File: config.mk
export PLATFORM = sky130hd
export DESIGN_NAME = input_debounce
export DESIGN_NICKNAME = d
export VERILOG_FILES = /design/src/rtl/input_debounce.sv
export SDC_FILE = /design/constraint.sdc
export NUM_CORES = 1
export LEC_CHECK = 0
export BUFFER_PORTS_ARGS = -buffer_cell sky130_fd_sc_hd__buf_4
export CORE_AREA = 2 2 39 41
export DETAILED_ROUTE_END_ITERATION = 7
export DIE_AREA = 0 0 41 43
export GPL_ROUTABILITY_DRIVEN = 0
export PLACE_DENSITY_LB_ADDON = 0.12
export SLEW_MARGIN = 20
export SYNTH_ARGS = -nofsm -noshare
export SYNTH_HDL_FRONTEND = slang
export SYNTH_SLANG_ARGS = --single-unit
File: constraint.sdc
create_clock -name clk -period 1.1 [get_ports clk]
set_input_delay 0.165 -clock clk [delete_from_list [all_inputs] [get_ports clk]]
set_output_delay 0.165 -clock clk [all_outputs]
set_load 0.01 [all_outputs]
File: src/rtl/input_debounce.sv
// Input conditioner: synchronises raw_in, debounces it, and emits a clean level plus rise/fall strobes.
// Optional rejected-pulse counter on glitch_cnt when INPUT_DEBOUNCE_GLITCH_CNT_EN is defined.
module input_debounce #(
    parameter int unsigned SYNC_STAGES   = 2,
    parameter int unsigned STABLE_CYCLES = 4,
    parameter int unsigned CNT_W         = 3
) (
    input  logic       clk,
    input  logic       rst_n,
    input  logic       raw_in,
    output logic       level,
    output logic       rise,
    output logic       fall
`ifdef INPUT_DEBOUNCE_GLITCH_CNT_EN
    ,
    output logic [7:0] glitch_cnt
`endif
);

    typedef enum logic [1:0] {
        IDLE_LOW  = 2'd0,
        WAIT_HIGH = 2'd1,
        IDLE_HIGH = 2'd2,
        WAIT_LOW  = 2'd3
    } state_e;

    localparam logic [CNT_W-1:0] CNT_ONE  = CNT_W'(1);
    localparam logic [CNT_W-1:0] CNT_LAST = CNT_W'(STABLE_CYCLES - 1);

    logic [SYNC_STAGES-1:0] sync_q, sync_d;
    state_e                 state_q, state_d;
    logic [CNT_W-1:0]       cnt_q, cnt_d;
    logic                   level_q, level_d;
    logic                   rise_q, rise_d;
    logic                   fall_q, fall_d;
    logic                   s;

    assign sync_d = {sync_q[SYNC_STAGES-2:0], raw_in};
    assign s      = sync_q[SYNC_STAGES-1];

    // Debounce FSM: a new level is accepted only after STABLE_CYCLES matching synced samples
    always_comb begin
        state_d = state_q;
        cnt_d   = cnt_q;
        level_d = level_q;
        rise_d  = 1'b0;
        fall_d  = 1'b0;
        case (state_q)
            IDLE_LOW: begin
                if (s) begin
                    state_d = WAIT_HIGH;
                    cnt_d   = CNT_ONE;
                end
            end
            WAIT_HIGH: begin
                if (!s) begin
                    state_d = IDLE_LOW;
                    cnt_d   = '0;
                end else if (cnt_q == CNT_LAST) begin
                    state_d = IDLE_HIGH;
                    cnt_d   = '0;
                    level_d = 1'b1;
                    rise_d  = 1'b1;
                end else begin
                    cnt_d = cnt_q + CNT_ONE;
                end
            end
            IDLE_HIGH: begin
                if (!s) begin
                    state_d = WAIT_LOW;
                    cnt_d   = CNT_ONE;
                end
            end
            WAIT_LOW: begin
                if (s) begin
                    state_d = IDLE_HIGH;
                    cnt_d   = '0;
                end else if (cnt_q == CNT_LAST) begin
                    state_d = IDLE_LOW;
                    cnt_d   = '0;
                    level_d = 1'b0;
                    fall_d  = 1'b1;
                end else begin
                    cnt_d = cnt_q + CNT_ONE;
                end
            end
            default: begin
                state_d = IDLE_LOW;
                cnt_d   = '0;
            end
        endcase
    end

    always_ff @(posedge clk or negedge rst_n) begin
        if (!rst_n) begin
            sync_q  <= '0;
            state_q <= IDLE_LOW;
            cnt_q   <= '0;
            level_q <= 1'b0;
            rise_q  <= 1'b0;
            fall_q  <= 1'b0;
        end else begin
            sync_q  <= sync_d;
            state_q <= state_d;
            cnt_q   <= cnt_d;
            level_q <= level_d;
            rise_q  <= rise_d;
            fall_q  <= fall_d;
        end
    end

    assign level = level_q;
    assign rise  = rise_q;
    assign fall  = fall_q;

`ifdef INPUT_DEBOUNCE_GLITCH_CNT_EN
    logic [7:0] glitch_q, glitch_d;
    logic       abort_c;

    // A WAIT state falling back to its idle state is a rejected pulse
    assign abort_c  = ((state_q == WAIT_HIGH) && !s) || ((state_q == WAIT_LOW) && s);
    assign glitch_d = (abort_c && (glitch_q != 8'hFF)) ? glitch_q + 8'd1 : glitch_q;

    always_ff @(posedge clk or negedge rst_n) begin
        if (!rst_n) begin
            glitch_q <= 8'd0;
        end else begin
            glitch_q <= glitch_d;
        end
    end

    assign glitch_cnt = glitch_q;
`endif

endmodule
# == Word-level counts from Yosys, hierarchy flattened ==
# Index checks and enable logic that the tools add are counted.
# totals
out_inout_bits,3
ff_bits,10
word_cells,47
# op_classes
addsub,1
mux,23
eq_ne,12
reduce_logical,5
# op_table
cell,count
2-to-1 mux 3 bit,5
2-to-1 mux 2 bit,6
"inequality test 2 bit, second input constant",6
one-hot mux 3 bit (4 select lines),1
2-to-1 mux 1 bit,9
one-hot mux 2 bit (4 select lines),1
"inequality test 3 bit, second input constant",2
AND reduction 5 bit,1
"equality test 2 bit, second input constant",2
AND reduction 4 bit,1
"adder 3 x 1 -> 3 bit, second input constant",1
"equality test 3 x 2 -> 1 bit, second input constant",1
"equality test 2 x 1 -> 1 bit, second input constant",1
zero test 2 bit,1
one-hot mux 1 bit (2 select lines),1
AND reduction 2 bit,1
nonzero test 2 bit,1

# == Logic depth before layout (Yosys ltp) ==
# depth
depth_word,4
depth_mapped,4

# == Worst setup path after synthesis ==
# Ideal clock, no wire load.
# synth_path
path_type,reg-to-reg
startpoint,register cnt_q[0]
endpoint,register level_q (netlist: level)
setup_slack_ps,2
required_time_ps,970
stages_incl_launch_ff,5
period_less_slack_ps,1098
setup_ps,130
arrival_time_ps,968
path_buffers,0
path_cell_list,dfrtp_1 -> ha_1 -> and3b_1 -> a21oi_1 -> o21ai_0
# synth_between
elab_chain_len,3
word_cells_on_any_way,4
cone_classes,eq/ne: 3; reduce/logical: 1
# synth_lines
item,line,source
start: declaration,32,"logic [CNT_W-1:0] cnt_q, cnt_d;"
start signal: assignment,105,cnt_q <= cnt_d;
equality test 3 x 2 -> 1 bit *,"59, 78",
inequality test 2 bit (no line),-,
AND reduction 5 bit (no line) *,-,
end signal: assignment,106,level_q <= level_d;
end: declaration,33,"logic level_q, level_d;"
# Mark *: on every way between the ends. The rest lies on a longest branch, timed or not.
# A chain may end at the register's enable or synchronous reset.

# == Worst setup path after layout ==
# Ends and elaborated chain as after synthesis.

==> flow_metrics.env <==
export IMPL_clockBufferDepth=2
export IMPL_grt_max_degree=11
export IMPL_vias=296
export IMPL_nNetsFinal=54
export IMPL_area_delta_synth_final_pct=38.36
export IMPL_syn_area_um2=397.9
export IMPL_rows=14
export IMPL_ir_drop_uv=812.6
export IMPL_p_sw_share_pct=30.84
export IMPL_power_switching_uw=341.7
export IMPL_status="finished clean"
export IMPL_hold_viol_final=0
export IMPL_critPathLaunch="cnt_q[0]"
export IMPL_via_per_inst=4.625
export IMPL_setup_viol=0
export IMPL_cts_root_buffer="clkbuf_4"
export IMPL_start_kind="flop"
export IMPL_fp_dieH_um=43
export IMPL_path_delay_family="flip-flops"
export IMPL_slew_headroom_pct=86.96
export IMPL_path_buf_inv=0
export IMPL_n_antenna_cell=0
export IMPL_clock_sinks=10
export IMPL_drcViolationCount=0
export IMPL_p_comb_share_pct=32.5
export IMPL_n_fill_cell=126
export IMPL_skew_ns=0.007950
export IMPL_slowest_stage="dfrtp_1"
export IMPL_synthDistinctLibCells=18
export IMPL_worstSkewPairLatency_ns=0.25
export IMPL_drive_above_1_share_pct=37.50
export IMPL_syn_nets=38
export IMPL_clkPwrFrac_pct=20.5
export IMPL_cts_tree="done"
export IMPL_die_area_um2=1763
export IMPL_worst_pin_slew_ns=0.1956
export IMPL_final_area_um2=550.5
export IMPL_antenna_found_initial=0
export IMPL_required_ns=1.24
export IMPL_slowest_delay_ns=0.38
export IMPL_power_frac_seq_pct=47.0
export IMPL_async_flop_share_pct=100.0
export IMPL_internal_power_uw=766.3
export IMPL_detail_route_first_pass_iterations=4
export IMPL_grt_pass1_vias=278
export IMPL_synth_edf_count=0
export IMPL_finalPower_mw=1.108
export IMPL_period_share_pct=99.45
export IMPL_start_util_pct=28.75
export IMPL_finalMaxSlewViolations=0
export IMPL_syn_inst=34
export IMPL_crit_type="flop to flop"
export IMPL_grt_remaining_overflow=0
export IMPL_drv_cap=0
export IMPL_ys_ff_latch=10
export IMPL_drt_iter0_drc=4
export IMPL_powerDensity_nw_per_um2=2013
export IMPL_seq_area_frac_synth_pct=62.89
export IMPL_core_um2=1384
export IMPL_grt_pass1_wl_um=1021
export IMPL_yosysWarnings=0
export IMPL_crit_path_end_kind="flop"
export IMPL_placed_area_um2=485.5
export IMPL_leakage_nw=0.2601
export IMPL_grt_use_total_pct=9.248
export IMPL_synth_flop_cell="dfrtp_1"
export IMPL_ios=6
export IMPL_wl_um=635
export IMPL_clk_pin_slew_worst_paths_ns=0.06
export IMPL_hp_class="primary input to async pin"
export IMPL_avgSynthCellArea_um2=11.70
export IMPL_cp_cell_sequence="ha_2 > and3b_2 > a21oi_2 > o21ai_1"
export IMPL_dp_hpwl_um=488.6
export IMPL_io_buffers=5
export IMPL_rr_startpoint="cnt_q[0]"
export IMPL_rsz0062_at_grt="yes"
export IMPL_antenna_left=0
export IMPL_dieWidth_um=41
export IMPL_utilization_pct=39.78
export IMPL_post_cts_buffers=0
export IMPL_cts_buffers=3
export IMPL_fmax_ghz=0.9141
export IMPL_critPathMaxFanout=3
export IMPL_cp_arrival_ns=1.23
export IMPL_wl_per_cell_um=9.922
export IMPL_min_period_ns=1.094
export IMPL_cts_htree_levels=1
## registers in the layout, indices dropped and copies added, names as in the netlist, named ones only
| name | flops |
|---|---|
| rise | 1 |
| level | 1 |
| cnt_q | 3 |
| fall | 1 |
| sync_q | 2 |
| state_q | 1 |
## per-stage QoR
| step | worst slack (ns) | setup TNS, ns | std cells | hold WS, ns |
|---|---|---|---|---|
| final | 0.006085 | 0 | 64 | 0.2687 |
| after global routing | -0.04746 | -0.1066 | 64 | 0.2738 |
| after CTS | -0.01335 | -0.01335 | 63 | 0.01238 |
| after detailed placement | -0.05412 | -0.07038 | 59 | -0.003683 |
| after global placement | -0.02447 | -0.02447 | 59 | -0.003537 |
| after floorplan | 0.001801 | 0 | 34 | -0.1306 |
## path summary, 6_finish.rpt
check | cells past startpoint | endpoint | slack [ns]
min reg2reg | 0 | sync_q[1] | 0.35
max in group asynchronous | 2 | cnt_q[2] | 0.69
max reg2reg | 4 | level | 0.006
min | 2 | fall | 0.27
min in group clk | 0 | sync_q[1] | 0.35
max | 4 | level | 0.006
## routing by layer
metal  global-route usage, %  part of all wire [%]  wire length (um)
met2                   13.13                    51               321
met5                       0                     0                 0
met4                   4.000                     0                 0
met3                   7.853                   8.2                52
met1                   9.365                    41               261
## power by group through the flow
| stage | combinational (mW) | sequential (mW) | clock (mW) |
|---|---|---|---|
| floorplan | 0.193 | 0.515 | 0 |
| global placement | 0.319 | 0.514 | 0 |
| detailed placement | 0.328 | 0.521 | 0 |
| CTS | 0.340 | 0.516 | 0.238 |
| global route | 0.401 | 0.533 | 0.269 |
| finish | 0.360 | 0.520 | 0.227 |
## cells in the mapped netlist, types with 2 or more instances
cell     count  share of area (%)
dfrtp_1     10                 63
nand2_1      5                4.7
nor2_1       3                2.8
o21ai_0      2                2.5
## layout by cell type, fill, tap and decap left out, types with 2 or more instances in the layout
cell type and instances:
dfrtp_1 10, buf_4 9, o21ai_1 2, clkbuf_4 3, nand2_1 5, nor2_1 3, dlygate4sd3_1 2
## layout make-up
class                           instances  area [um2]  area share [%]
Clock buffer                            3       22.52           4.091
Inverter                                1       3.754          0.6818
Sequential cell                        10       250.2           45.45
Timing Repair Buffer                   11       87.58           15.91
Tap cell                               16       20.02           3.636
Multi-Input combinational cell         23       166.4           30.23
## logic make-up (layout without fill, tap and decap cells)
logic type | count (synthesis) | in the layout | share of synthesized area (%)
AOI/OAI and AO/OA | 6 | 6 | 8.804
xor gates and xnor gates | 2 | 2 | 4.403
adders and majority gates | 1 | 1 | 3.144
buffers and inverters | 1 | 15 | 0.9425
DFF | 10 | 10 | 62.89
and+or+nand+nor | 14 | 14 | 19.81
## what timing repair did
| action | CTS | global route |
|---|---|---|
| endpoints found under the setup margin | 2 | 4 |
| gates resized for setup | 4 | 2 |
| cloned | 0 | 0 |
| hold endpoints to repair | 10 | 1 |
| pin swaps | 3 | 3 |
| hold buffers | 1 | 1 |
Note: power is estimated with default switching activity, not from simulation.
